**src/rtl/ptg_pkg.sv**
```systemverilog
// Shared types and helpers for the pin pattern generator: mode encodings
// and the error-counter width with its saturating increment.
package ptg_pkg;

  typedef enum logic [1:0] {
    MODE_HOLD = 2'b00,
    MODE_RUN  = 2'b01,
    MODE_STEP = 2'b10,
    MODE_WALK = 2'b11
  } mode_e;

  localparam int ERR_CNT_W = 16;

  function automatic logic [ERR_CNT_W-1:0] sat_inc(input logic [ERR_CNT_W-1:0] v);
    return (v == {ERR_CNT_W{1'b1}}) ? v : v + ERR_CNT_W'(1);
  endfunction

endpackage

```
**src/rtl/ptg_checker.sv**
```systemverilog
// Loopback checker: delays the expected pattern slice and its enable through
// a CHK_LAT-deep pipeline, then counts mismatches against the returned pins.
module ptg_checker
  import ptg_pkg::*;
#(
  parameter int CHK_W   = 16,
  parameter int CHK_LAT = 2
) (
  input  logic                 fclk,
  input  logic                 rst_n,
  input  logic                 flush,
  input  logic                 chk_en,
  input  logic [CHK_W-1:0]     exp_in,
  input  logic [CHK_W-1:0]     chk_in,
  output logic [ERR_CNT_W-1:0] err_cnt,
  output logic                 err_sticky
);

  logic [CHK_W-1:0]     exp_r [CHK_LAT];
  logic [CHK_LAT-1:0]   vld_r;
  logic                 mismatch_s;
  logic [ERR_CNT_W-1:0] err_cnt_r;
  logic                 err_sticky_r;

  // Mismatch is only meaningful when the oldest pipeline stage is valid
  always_comb begin
    mismatch_s = 1'b0;
    if (vld_r[CHK_LAT-1]) begin
      mismatch_s = (chk_in != exp_r[CHK_LAT-1]);
    end else begin
      mismatch_s = 1'b0;
    end
  end

  // Expected-value delay line; contents are don't-care while invalid
  always_ff @(posedge fclk or negedge rst_n) begin
    if (!rst_n) begin
      for (int i = 0; i < CHK_LAT; i++) exp_r[i] <= '0;
    end else begin
      exp_r[0] <= exp_in;
      for (int i = 1; i < CHK_LAT; i++) exp_r[i] <= exp_r[i-1];
    end
  end

  // Valid flags; a flush drops every in-flight compare including this cycle's enable
  always_ff @(posedge fclk or negedge rst_n) begin
    if (!rst_n) begin
      vld_r <= '0;
    end else if (flush) begin
      vld_r <= '0;
    end else begin
      vld_r[0] <= chk_en;
      for (int i = 1; i < CHK_LAT; i++) vld_r[i] <= vld_r[i-1];
    end
  end

  // Saturating error count and sticky flag; flush wins over a same-cycle mismatch
  always_ff @(posedge fclk or negedge rst_n) begin
    if (!rst_n) begin
      err_cnt_r    <= '0;
      err_sticky_r <= 1'b0;
    end else if (flush) begin
      err_cnt_r    <= '0;
      err_sticky_r <= 1'b0;
    end else if (mismatch_s) begin
      err_cnt_r    <= sat_inc(err_cnt_r);
      err_sticky_r <= 1'b1;
    end
  end

  assign err_cnt    = err_cnt_r;
  assign err_sticky = err_sticky_r;

endmodule

```
**src/rtl/pin_pattern_gen.sv**
```systemverilog
// Board bring-up pin pattern generator: LFSR / walking-one pattern with
// run/step/hold control, seed loading, a divided clock and a loopback checker.
module pin_pattern_gen
  import ptg_pkg::*;
#(
  parameter int               WIDTH   = 54,
  parameter logic [WIDTH-1:0] TAPS    = 54'h30_0000_0003_0000,
  parameter logic [WIDTH-1:0] SEED    = 54'h1,
  parameter int               DIV     = 4,
  parameter int               CHK_W   = 16,
  parameter int               CHK_LAT = 2
) (
  input  logic                 fclk,
  input  logic                 rst_n,
  input  logic [1:0]           mode,
  input  logic                 step,
  input  logic                 load,
  input  logic [WIDTH-1:0]     seed_in,
  output logic [WIDTH-1:0]     pat,
  output logic                 div_clk,
  input  logic                 chk_en,
  input  logic [CHK_W-1:0]     chk_in,
  output logic [ERR_CNT_W-1:0] err_cnt,
  output logic                 err_sticky
);

  localparam logic [WIDTH-1:0] ONE_C   = {{(WIDTH-1){1'b0}}, 1'b1};
  localparam int               HALF    = DIV / 2;
  localparam int               DIV_CW  = (HALF > 1) ? $clog2(HALF) : 1;
  localparam logic [DIV_CW-1:0] CNT_MAX = DIV_CW'(HALF - 1);

  mode_e             mode_s;
  logic [WIDTH-1:0]  pat_r;
  logic [WIDTH-1:0]  pat_nxt_s;
  logic [WIDTH-1:0]  lfsr_nxt_s;
  logic [WIDTH-1:0]  walk_nxt_s;
  logic [WIDTH-1:0]  seed_fix_s;
  logic              walk_init_r;
  logic [DIV_CW-1:0] div_cnt_r;
  logic              div_clk_r;

  assign mode_s = mode_e'(mode);

  // Candidate next patterns; a zero seed would lock the LFSR, so it becomes 1
  always_comb begin
    lfsr_nxt_s = {pat_r[WIDTH-2:0], ^(pat_r & TAPS)};
    walk_nxt_s = {pat_r[WIDTH-2:0], pat_r[WIDTH-1]};
    if (seed_in == '0) begin
      seed_fix_s = ONE_C;
    end else begin
      seed_fix_s = seed_in;
    end
  end

  // Next-pattern select: load overrides whatever the mode would do
  always_comb begin
    pat_nxt_s = pat_r;
    if (load) begin
      pat_nxt_s = seed_fix_s;
    end else begin
      case (mode_s)
        MODE_HOLD: pat_nxt_s = pat_r;
        MODE_RUN:  pat_nxt_s = lfsr_nxt_s;
        MODE_STEP: pat_nxt_s = step ? lfsr_nxt_s : pat_r;
        MODE_WALK: pat_nxt_s = walk_init_r ? walk_nxt_s : ONE_C;
        default:   pat_nxt_s = pat_r;
      endcase
    end
  end

  // Pattern register; walk_init marks that the walking one has been seeded
  always_ff @(posedge fclk or negedge rst_n) begin
    if (!rst_n) begin
      pat_r       <= SEED;
      walk_init_r <= 1'b0;
    end else begin
      pat_r       <= pat_nxt_s;
      walk_init_r <= (mode_s == MODE_WALK);
    end
  end

  // Free-running half-period counter; div_clk flips on each wrap
  always_ff @(posedge fclk or negedge rst_n) begin
    if (!rst_n) begin
      div_cnt_r <= '0;
      div_clk_r <= 1'b0;
    end else if (div_cnt_r == CNT_MAX) begin
      div_cnt_r <= '0;
      div_clk_r <= ~div_clk_r;
    end else begin
      div_cnt_r <= div_cnt_r + DIV_CW'(1);
    end
  end

  ptg_checker #(
    .CHK_W   (CHK_W),
    .CHK_LAT (CHK_LAT)
  ) u_checker (
    .fclk       (fclk),
    .rst_n      (rst_n),
    .flush      (load),
    .chk_en     (chk_en),
    .exp_in     (pat_r[CHK_W-1:0]),
    .chk_in     (chk_in),
    .err_cnt    (err_cnt),
    .err_sticky (err_sticky)
  );

  assign pat     = pat_r;
  assign div_clk = div_clk_r;

endmodule

```
**config.mk**
```make
export PLATFORM = sky130hd
export DESIGN_NAME = pin_pattern_gen
export DESIGN_NICKNAME = d
export VERILOG_FILES = /design/src/rtl/ptg_pkg.sv /design/src/rtl/ptg_checker.sv /design/src/rtl/pin_pattern_gen.sv
export SDC_FILE = /design/constraint.sdc
export NUM_CORES = 1
export LEC_CHECK = 0
export ABC_AREA = 1
export ABC_CLOCK_PERIOD_IN_PS = 1650
export BUFFER_PORTS_ARGS = -buffer_cell sky130_fd_sc_hd__buf_2
export CORE_MARGIN = 1
export CORE_UTILIZATION = 47
export DETAILED_ROUTE_END_ITERATION = 16
export GPL_ROUTABILITY_DRIVEN = 0
export PLACE_DENSITY_LB_ADDON = 0.05
export SETUP_SLACK_MARGIN = 0.15
export SLEW_MARGIN = 10
export SYNTH_ARGS = -nofsm -noshare
export SYNTH_HDL_FRONTEND = slang
export SYNTH_SLANG_ARGS = --single-unit
export TNS_END_PERCENT = 20
```
**constraint.sdc**
```tcl
create_clock -name fclk -period 1.65 [get_ports fclk]
set_clock_uncertainty 0.15 [all_clocks]
set_input_delay 0.495 -clock fclk [delete_from_list [all_inputs] [get_ports fclk]]
set_output_delay 0.495 -clock fclk [all_outputs]
set_load 0.02 [all_outputs]
```
==> results.cfg, run 1 <==
[synth]
ys_top_cells_by_area = dfrtp_1 51%, o21ai_0 11%, o211ai_1 7.5%
syn-mean-instance-area_um2 = 8.23
async_flop_share = 1.00
synthFlopType = dfrtp_1
synth_top_cell_area_share = 0.512
synth_cell_type_count = 29
synth_seq_cells = 108
syn_area_mm2 = 0.00523
ys.warnings.count = 0
ys_seq_area_frac = 0.517
synth_fp_nets = 713
synth_edf_count = 0
syn-instance-count = 635
synth_top_cell_by_area = dfrtp_1

[pwr]
p_seq_frac = 0.482
power.switching_mw = 2.09
p_int_mw = 4.46
power.combinational.fraction = 0.246
pwr_density_cell_mw_per_mm2 = 887
p_leak_nw = 3.75
power_mw = 6.55
pwr-share-clk = 0.272
p_sw_frac = 0.319
peakVddDrop_mv = 0.538

[place]
dp.cells = 935
dpl-instance-area_mm2 = 0.00644
io_buffer_count = 148
place_ws_ns = -0.235
dpl.hpwl_um = 9380

[route]
drt-initial-drc-count = 262
wl_per_cell_um = 13.6
viasPerCell = 5.03
ant_nets = 0
firstDrtPassIters = 5
wl_um = 13300
drc = 0
vias = 4912

[final_layout]
drive_above_1_share = 0.301
fin_area_mm2 = 0.00738
fin_util = 0.681
instances_no_fill = 976
final_nets = 908
final_common_cell = o21ai_0
mostFrequentLayoutCells = 110 x o21ai_0, 102 x dfrtp_1, 101 x nand2_1
syn2layout_area_growth_pct = 41.1

[clock_tree]
clk_pin_slew_ns = 0.10
cts_tree = done
clock_path_buffers = 2
clock_sinks = 108
ctsHtreeMaxLevel = 3
clk_latency_ns = 0.38
cts_buffers = 9
clock-root-buffer = clkbuf_8

[global_route]
antenna_found_initial = 1
track_usage = 0.243
grt_max_degree = 55
grt_pass1_vias = 4810
overflow = 0
grt_pass1_wl_um = 22000

[timing]
hold_viol = 0
max_slew_margin = 0.788
worstMarginPinSlew_ns = 0.318
drv_slew = 0
setup_slack_ns = -0.194
holdWs_ns = 0.191
max_freq_mhz = 542
setup_viol = 32
tns_ns = -3.11
finalCritPeriodShare = 1.12
rsz0062_at_grt = yes
fin_crit_ns = 1.84

[status]
violations = negative setup slack
status = complete, but fails checks

[floorplan]
die_h_um = 107
row_count = 38
die_w_um = 107
ioPinCount = 149
start_util = 0.482
design.core.area_mm2 = 0.0108
dieArea_mm2 = 0.0116

[worst_setup_path]
crit_family = simple AND/OR/NAND/NOR gates
critPathArrivalTime_ns = 1.97
crit_chain = buf_4 -> ha_4 -> nand2_4 -> nor3_4 -> buf_4 -> nand4_4 -> nand3_4 -> buf_4 -> inv_1 -> nand2_1 -> nand2_1
critical_path_class = flop to flop
reg2reg_setup_slack_ns = -0.19
crit_required_ns = 1.77
cp_max_fo = 4
cp-end-kind = flop
slowest_stage = dfrtp_2
crit_top_cell = buf_4
start_kind = flop
crit_buf_inv = 4
critPathMaxStageDelay_ns = 0.38

[run]
drv_cap = 0

[worst_hold_path]
hold_class = input port to flop
-- registers in the layout, indices dropped and copies added, names as in the netlist --
signal / cells
u_checker.vld_r: 2
pat: 54
walk_init_r: 1
u_checker.err_sticky: 1
div_clk: 1
u_checker.err_cnt: 16
u_checker.exp_r: 32
div_cnt_r: 1
-- tightest hold or removal path: cells and delay by family --
family / cells / cell delay (ns)
buffers and inverters: 2 / 0.16
AND/OR/NAND/NOR: 1 / 0.04
-- synth_stat cells, types with 3 or more instances --
| cell | number |
|---|---|
| o21ai_0 | 110 |
| dfrtp_1 | 107 |
| nand2_1 | 103 |
| inv_1 | 93 |
| nor2_1 | 75 |
| o211ai_1 | 52 |
| clkbuf_1 | 23 |
| nand3_1 | 20 |
| xor2_1 | 8 |
| nand4_1 | 7 |
| a21oi_1 | 5 |
| buf_1 | 4 |
| buf_2 | 4 |
| nor3_1 | 3 |
| xnor2_1 | 3 |
-- cell type report --
cell class	count	area, um^2
Timing Repair Buffer	217	1840
Antenna cell	1	2.50
Clock inverter	7	100
Inverter	94	354
Fill cell	920	3460
Clock buffer	9	124
Tap cell	140	175
Multi-Input combinational cell	400	2070
Sequential cell	108	2710
-- final timing paths --
path,from,end,cells after the start
max,u_checker.err_cnt[1],u_checker.err_cnt[14],11
min,chk_en,u_checker.vld_r[0],3
max reg2reg,u_checker.err_cnt[1],u_checker.err_cnt[14],11
min reg2reg,u_checker.exp_r[16],u_checker.exp_r[0],0
max in group asynchronous,rst_n,pat[42],3
min in group asynchronous,rst_n,u_checker.exp_r[10],2
-- logic make-up after synthesis --
family                   after synthesis  synth area share
flip-flops                           108             0.517
XOR/XNOR                              11            0.0184
buffers and inverters                127            0.0950
AND/OR/NAND/NOR                      219             0.180
adder cells (fa/ha/maj)                1           0.00239
AO/OA/AOI/OAI                        169             0.187
-- power groups by stage --
stage	registers (mW)	clock network, mW	logic, mW
floorplan	3.39	0	0.536
global placement	3.16	0	1.32
detailed placement	3.17	0	1.34
CTS	3.16	1.83	1.61
global route	3.20	1.93	1.78
finish	3.16	1.78	1.61
-- what timing repair did --
item / 4_1_cts / 5_1_grt
cloned: 0 / 0
pin swaps: 1 / 3
setup endpoints to repair: 88 / 104
hold endpoints to repair: 12 / 0
hold buffers: 1 / 0
resized for setup: 157 / 8
buffers inserted: 22 / 1
-- metal layers --
layer  vias to the layer above  wire [um]  GRT usage
met3                        20        857     0.0545
met1                      2280       5740      0.315
met5                         -          0          0
li1                       2463          -          -
met2                       149       6460      0.405
met4                         0        248     0.0783
Power figures use the tool's default switching activity.
==> run 2, diff against run 1 <==
--- a/config.mk
+++ b/config.mk
@@ -9,7 +9,7 @@
 export ABC_CLOCK_PERIOD_IN_PS = 1650
 export BUFFER_PORTS_ARGS = -buffer_cell sky130_fd_sc_hd__buf_2
 export CORE_MARGIN = 1
-export CORE_UTILIZATION = 47
+export CORE_UTILIZATION = 40
 export DETAILED_ROUTE_END_ITERATION = 16
 export GPL_ROUTABILITY_DRIVEN = 0
 export PLACE_DENSITY_LB_ADDON = 0.05
==> run 2 against run 1 <==
Against the previous run: the flow still finishes with violations (negative setup slack); critical path type unchanged; sequential cell count stayed put; global-route usage shrank 2.9 points; fmax increased by 8.8%; utilization fell by 7.8 points; largest power group unchanged; critical path depth shrank 3.
==> results.cfg, run 2 (same netlist as run 1, synthesis figures left out) <==
[worst_setup_path]
cp-end-kind = flop
reg2reg_setup_slack_ns = -0.04
critPathArrivalTime_ns = 1.83
cp_max_fo = 6
crit_required_ns = 1.79
critical_path_class = flop to flop
ff2ff_path_depth = 8
r2r-end = u_checker.err_cnt[12]
slowest_stage = dfrtp_2
crit_path_start = u_checker.err_cnt[1]
crit_chain = ha_4 -> nand2_4 -> nor3_4 -> nand4_4 -> nand3_4 -> buf_6 -> nand3_1 -> nand2_1
critPathMaxStageDelay_ns = 0.41
start_kind = flop
worstReg2RegStart = u_checker.err_cnt[1]

[timing]
fin_crit_ns = 1.69
rsz0062_at_grt = yes
setup_viol = 19
tns_ns = -0.413
max_slew_margin = 0.765
hold_viol = 0
setup_slack_ns = -0.0444
max_freq_mhz = 590
drv_slew = 0
worstMarginPinSlew_ns = 0.352
finalCritPeriodShare = 1.03

[floorplan]
die_h_um = 116
dieArea_mm2 = 0.0135
design.core.area_mm2 = 0.0127
start_util = 0.413
row_count = 41
die_w_um = 116
ioPinCount = 149

[route]
ant_nets = 0
viasPerCell = 4.82
drc = 0
drt-initial-drc-count = 297
vias = 4866
firstDrtPassIters = 4
wl_per_cell_um = 13.6
wl_um = 13800

[place]
dp.cells = 974
dpl.hpwl_um = 9670
dpl-instance-area_mm2 = 0.00656
io_buffer_count = 148

[final_layout]
final_nets = 910
syn2layout_area_growth_pct = 45.9
final_common_cell = o21ai_0
num-fill-cells = 1144
largest_reg_flops = 54
fin_area_mm2 = 0.00763
mostFrequentLayoutCells = 109 x o21ai_0, 102 x dfrtp_1, 97 x nand2_1
instances_no_fill = 1010
drive_above_1_share = 0.327

[global_route]
overflow = 0
antenna_found_initial = 2
grt_max_degree = 74
grt_pass1_vias = 4626
grt_pass1_wl_um = 22300
track_usage = 0.214

[pwr]
peakVddDrop_mv = 0.435
p_sw_frac = 0.307
power_mw = 6.96
pwr_density_cell_mw_per_mm2 = 912
p_leak_nw = 3.81
power.combinational.fraction = 0.235
p_int_mw = 4.82
pwr-share-clk = 0.311
power.switching_mw = 2.14
p_seq_frac = 0.454

[status]
status = complete, but fails checks
violations = negative setup slack

[clock_tree]
cts_buffers = 9
ctsHtreeMaxLevel = 3
clock_sinks = 108
clock_path_buffers = 2
cts_tree = done
clock-root-buffer = clkbuf_16
clk_pin_slew_ns = 0.08
clk_latency_ns = 0.35

[run]
drv_cap = 0

[worst_hold_path]
min_from = u_checker.exp_r[29]
min_to = u_checker.exp_r[13]
hold_depth = 0
hold_class = flop to flop
[run 2: cell count changes in the layout (fill, tap and decap cells not counted), moves of 4 or more]
cell,change
clkbuf_16,+9
clkbuf_8,-8
nand2_1,-4
nand2_2,+4
nand3_1,-13
nand3_2,+13
[run 2: worst max path at each step]
| stage | end | slack [ns] | cells after the start |
|---|---|---|---|
| 2_1_floorplan | u_checker.err_cnt[4] | -0.10 | 9 |
| 3_3_place_gp | u_checker.err_cnt[3] | -0.22 | 11 |
| 3_5_place_dp | u_checker.err_cnt[3] | -0.23 | 11 |
| 4_1_cts | err_cnt[0] | -0.05 | 2 |
| 5_1_grt | u_checker.err_cnt[12] | -0.13 | 8 |
| 6_report | u_checker.err_cnt[12] | -0.04 | 8 |
[run 2: final cells by class]
class / instances / area [um^2] / share of cell area
Tap cell: 172 / 215 / 0.0282
Timing Repair Buffer: 218 / 1880 / 0.246
Clock inverter: 6 / 62.6 / 0.00820
Clock buffer: 10 / 239 / 0.0313
Sequential cell: 108 / 2710 / 0.355
Antenna cell: 1 / 2.50 / 0.000328
Multi-Input combinational cell: 401 / 2170 / 0.284
Inverter: 94 / 354 / 0.0464
[run 2: routing by layer]
| layer | vias to the layer above | part of all wire | GRT usage |
|---|---|---|---|
| met3 | 18 | 0.064 | 0.0509 |
| met1 | 2244 | 0.43 | 0.274 |
| met5 | - | 0.0013 | 0 |
| met2 | 136 | 0.49 | 0.353 |
| met4 | 2 | 0.013 | 0.0786 |
| li1 | 2466 | - | - |
[run 2: through the flow]
stage                      util  hold slack [ns]  worst slack [ns]
after floorplan               -           0.0494            -0.104
after global placement    0.518            0.181            -0.221
after detailed placement  0.518            0.185            -0.233
after CTS                 0.595            0.187           -0.0511
after global routing      0.602            0.199            -0.133
final                     0.602            0.199           -0.0444
[run 2: what timing repair did]
action,4_1_cts,5_1_grt
gates resized for setup,168,20
endpoints found under the setup margin,88,90
hold buffers,1,0
pin swaps,9,11
endpoints found under the hold margin,20,0
gates cloned,2,0
setup buffers,15,1
[run 2: worst max-delay path: cells and delay by family (launching register included)]
kind                       cells  cell delay (ns)
adders and majority gates      1             0.16
buffers and inverters          1             0.17
DFF                            1             0.41
and+or+nand+nor                6             0.73
[run 2: power by group through the flow]
stage / registers (mW) / logic, mW / clock network (mW)
after CTS: 3.16 / 1.63 / 2.25
final: 3.16 / 1.63 / 2.17
after global routing: 3.20 / 1.80 / 2.35
after floorplan: 3.39 / 0.536 / 0
after global placement: 3.17 / 1.35 / 0
after detailed placement: 3.17 / 1.37 / 0
==> run 3, diff against run 2 <==
--- a/config.mk
+++ b/config.mk
@@ -17,5 +17,6 @@
 export SLEW_MARGIN = 10
 export SYNTH_ARGS = -nofsm -noshare
 export SYNTH_HDL_FRONTEND = slang
+export SYNTH_HIERARCHICAL = 1
 export SYNTH_SLANG_ARGS = --single-unit
 export TNS_END_PERCENT = 20
==> run 3 against run 2 <==
Against the previous run: the flow still finishes with violations (negative setup slack); register-to-register slack improved by 0.05 ns; sequential power grew 2%; critical path depth decreased by 7; clock power decreased by 6%; count of clock-buffer cells in the layout stayed put; utilization is 2.0 points lower; die area grew 2.2%; combinational power is 5% lower; sequential cell count did not move; via count increased by 3.7%; critical path type is now flop to primary output.
==> results.cfg, run 3 <==
[status]
status = complete, but fails checks
violations = negative setup slack

[synth]
synthFlopType = dfrtp_1
syn_area_mm2 = 0.00535
ys.warnings.count = 6
async_flop_share = 1.00
synth_top_cell_by_area = dfrtp_1
synth_fp_nets = 741
synth_top_cell_area_share = 0.501
synth_common_cells = 181 x nand2_1, 136 x nor2_1, 107 x dfrtp_1
syn-instance-count = 663
ys_top_cells_by_area = dfrtp_1 50%, nand2_1 13%, nor2_1 9.5%
synth_edf_count = 0
syn-mean-instance-area_um2 = 8.07
synth_seq_cells = 108
ys_seq_area_frac = 0.506
synth_most_common_cell = nand2_1
synth_cell_type_count = 30

[pwr]
power.combinational.fraction = 0.228
peakVddDrop_mv = 0.490
power.switching_mw = 2.10
pwr-share-clk = 0.299
p_leak_nw = 3.64
pwr_density_cell_mw_per_mm2 = 910
p_seq_frac = 0.473
p_sw_frac = 0.308
p_int_mw = 4.71

[timing]
rsz0062_at_grt = yes
holdWs_ns = 0.200
hold_viol = 0
drv_slew = 0
setup_slack_ns = -0.0399
setup_viol = 2
worstMarginPinSlew_ns = 0.298
finalCritPeriodShare = 1.02
max_slew_margin = 0.802
fin_crit_ns = 1.69
max_freq_mhz = 592

[clock_tree]
clk_pin_slew_ns = 0.07
cts_buffers = 9
ctsHtreeMaxLevel = 3
clock_path_buffers = 2
clock-root-buffer = clkbuf_16
clk_latency_ns = 0.35
clock_sinks = 108
cts_tree = done

[route]
route.met3.wl_um = 780
drc = 0
vias = 5046
wl_per_cell_um = 14.5
ant_nets = 0
highest_layer = met4
drt-initial-drc-count = 266
routed-wl-met2_um = 6940
firstDrtPassIters = 5
wl_um = 14600
wl_met1_um = 6620
viasPerCell = 5.02

[global_route]
grt_max_degree = 47
overflow = 0
grt_pass1_wl_um = 25200
track_usage = 0.227
grt_pass1_vias = 5076
antenna_found_initial = 0

[worst_setup_path]
critical_path_class = flop to primary output
cp-end-kind = primary output
slowest_stage = dfstp_2
critPathArrivalTime_ns = 1.04
crit_family = flip-flops
cp_max_fo = 2
crit_path_start = pat[0]
crit_cells = 1
crit_buf_inv = 1
worstReg2RegStart = u_checker/err_cnt[6]
crit_chain = buf_6
critPathMaxStageDelay_ns = 0.57
start_kind = flop
r2r-end = u_checker/err_cnt[4]
critPathCapture = pat[0]
ff2ff_path_depth = 8
reg2reg_setup_slack_ns = 0.01
crit_required_ns = 1.00

[place]
dpl-instance-area_mm2 = 0.00648
io_buffer_count = 148
dpl.hpwl_um = 10400

[final_layout]
syn2layout_area_growth_pct = 39.7
drive_above_1_share = 0.311
largest_reg_flops = 54
final_common_cell = nand2_1
insertedDiodeCount = 0
fin_area_mm2 = 0.00747
final_nets = 907
mostFrequentLayoutCells = 171 x nand2_1, 132 x nor2_1, 89 x dfrtp_1

[worst_hold_path]
hold_class = flop to flop

[floorplan]
dieArea_mm2 = 0.0138
die_w_um = 118
die_h_um = 118
design.core.area_mm2 = 0.0128
row_count = 41
start_util = 0.417
ioPinCount = 149

[run]
drv_cap = 0
## run 3: cell count changes in the layout (fill, tap and decap cells not counted), moves of 5 or more
cell	change
o211ai_1	-6
dfrtp_1	-13
o21ai_0	-109
nand2_1	+74
buf_6	-11
nand3_1	+7
nor2_1	+61
nand4_1	-5
a31oi_1	+51
buf_4	-20
dfrtp_2	+13
inv_1	-49
## run 3: kinds of logic after synthesis
| group | count (synthesis) | share of synthesized area |
|---|---|---|
| xor gates and xnor gates | 8 | 0.0131 |
| adders and majority gates | 1 | 0.00234 |
| DFF | 108 | 0.506 |
| buffers and inverters | 84 | 0.0765 |
| AOI/OAI and AO/OA | 110 | 0.137 |
| and+or+nand+nor | 352 | 0.266 |
## run 3: stage by stage
stage	std cells	util	total power [mW]	setup slack, ns	setup TNS [ns]
after CTS	1002	0.575	6.88	-0.0573	-0.0901
after floorplan	663	-	3.93	-0.00688	-0.0592
after global placement	979	0.505	4.49	-0.284	-4.57
after global routing	1006	0.583	7.20	-0.0887	-1.31
after detailed placement	979	0.505	4.53	-0.296	-4.57
final	1006	0.583	6.80	-0.0399	-0.0492
## run 3: final cells by class
type / instances / area [um^2]
Clock buffer: 10 / 229
Clock inverter: 6 / 47.5
Fill cell: 1182 / 5350
Inverter: 47 / 179
Multi-Input combinational cell: 471 / 2380
Sequential cell: 108 / 2730
Tap cell: 172 / 215
Timing Repair Buffer: 192 / 1700
## run 3: power by group through the flow
| stage | Combinational, mW | Sequential, mW | Clock (mW) |
|---|---|---|---|
| finish | 1.55 | 3.22 | 2.04 |
| detailed placement | 1.30 | 3.23 | 0 |
| global placement | 1.28 | 3.22 | 0 |
| CTS | 1.55 | 3.22 | 2.11 |
| global route | 1.70 | 3.27 | 2.23 |
| floorplan | 0.538 | 3.40 | 0 |
## run 3: worst min-delay path by stage
stage | start | end | slack (ns) | depth (start not counted)
after global placement | u_checker/exp_r[17] | u_checker/exp_r[1] | 0.18 | 0
after detailed placement | u_checker/exp_r[31] | u_checker/exp_r[15] | 0.18 | 0
final | u_checker/exp_r[28] | u_checker/exp_r[12] | 0.20 | 0
after global routing | u_checker/exp_r[31] | u_checker/exp_r[15] | 0.21 | 0
after floorplan | rst_n | div_clk | 0.05 | 0
after CTS | u_checker/exp_r[31] | u_checker/exp_r[15] | 0.20 | 0
## run 3: metal layers
metal  track usage  vias to the layer above
met2         0.357                      142
met1         0.306                     2366
li1              -                     2517
met5             0                        -
met3        0.0460                       21
met4        0.0889                        0
## run 3: repair_timing
item,CTS,global route
hold buffers,1,0
endpoints found under the setup margin,89,89
pin swaps,19,11
setup buffers,6,4
gates resized for setup,173,16
hold endpoints to repair,13,0
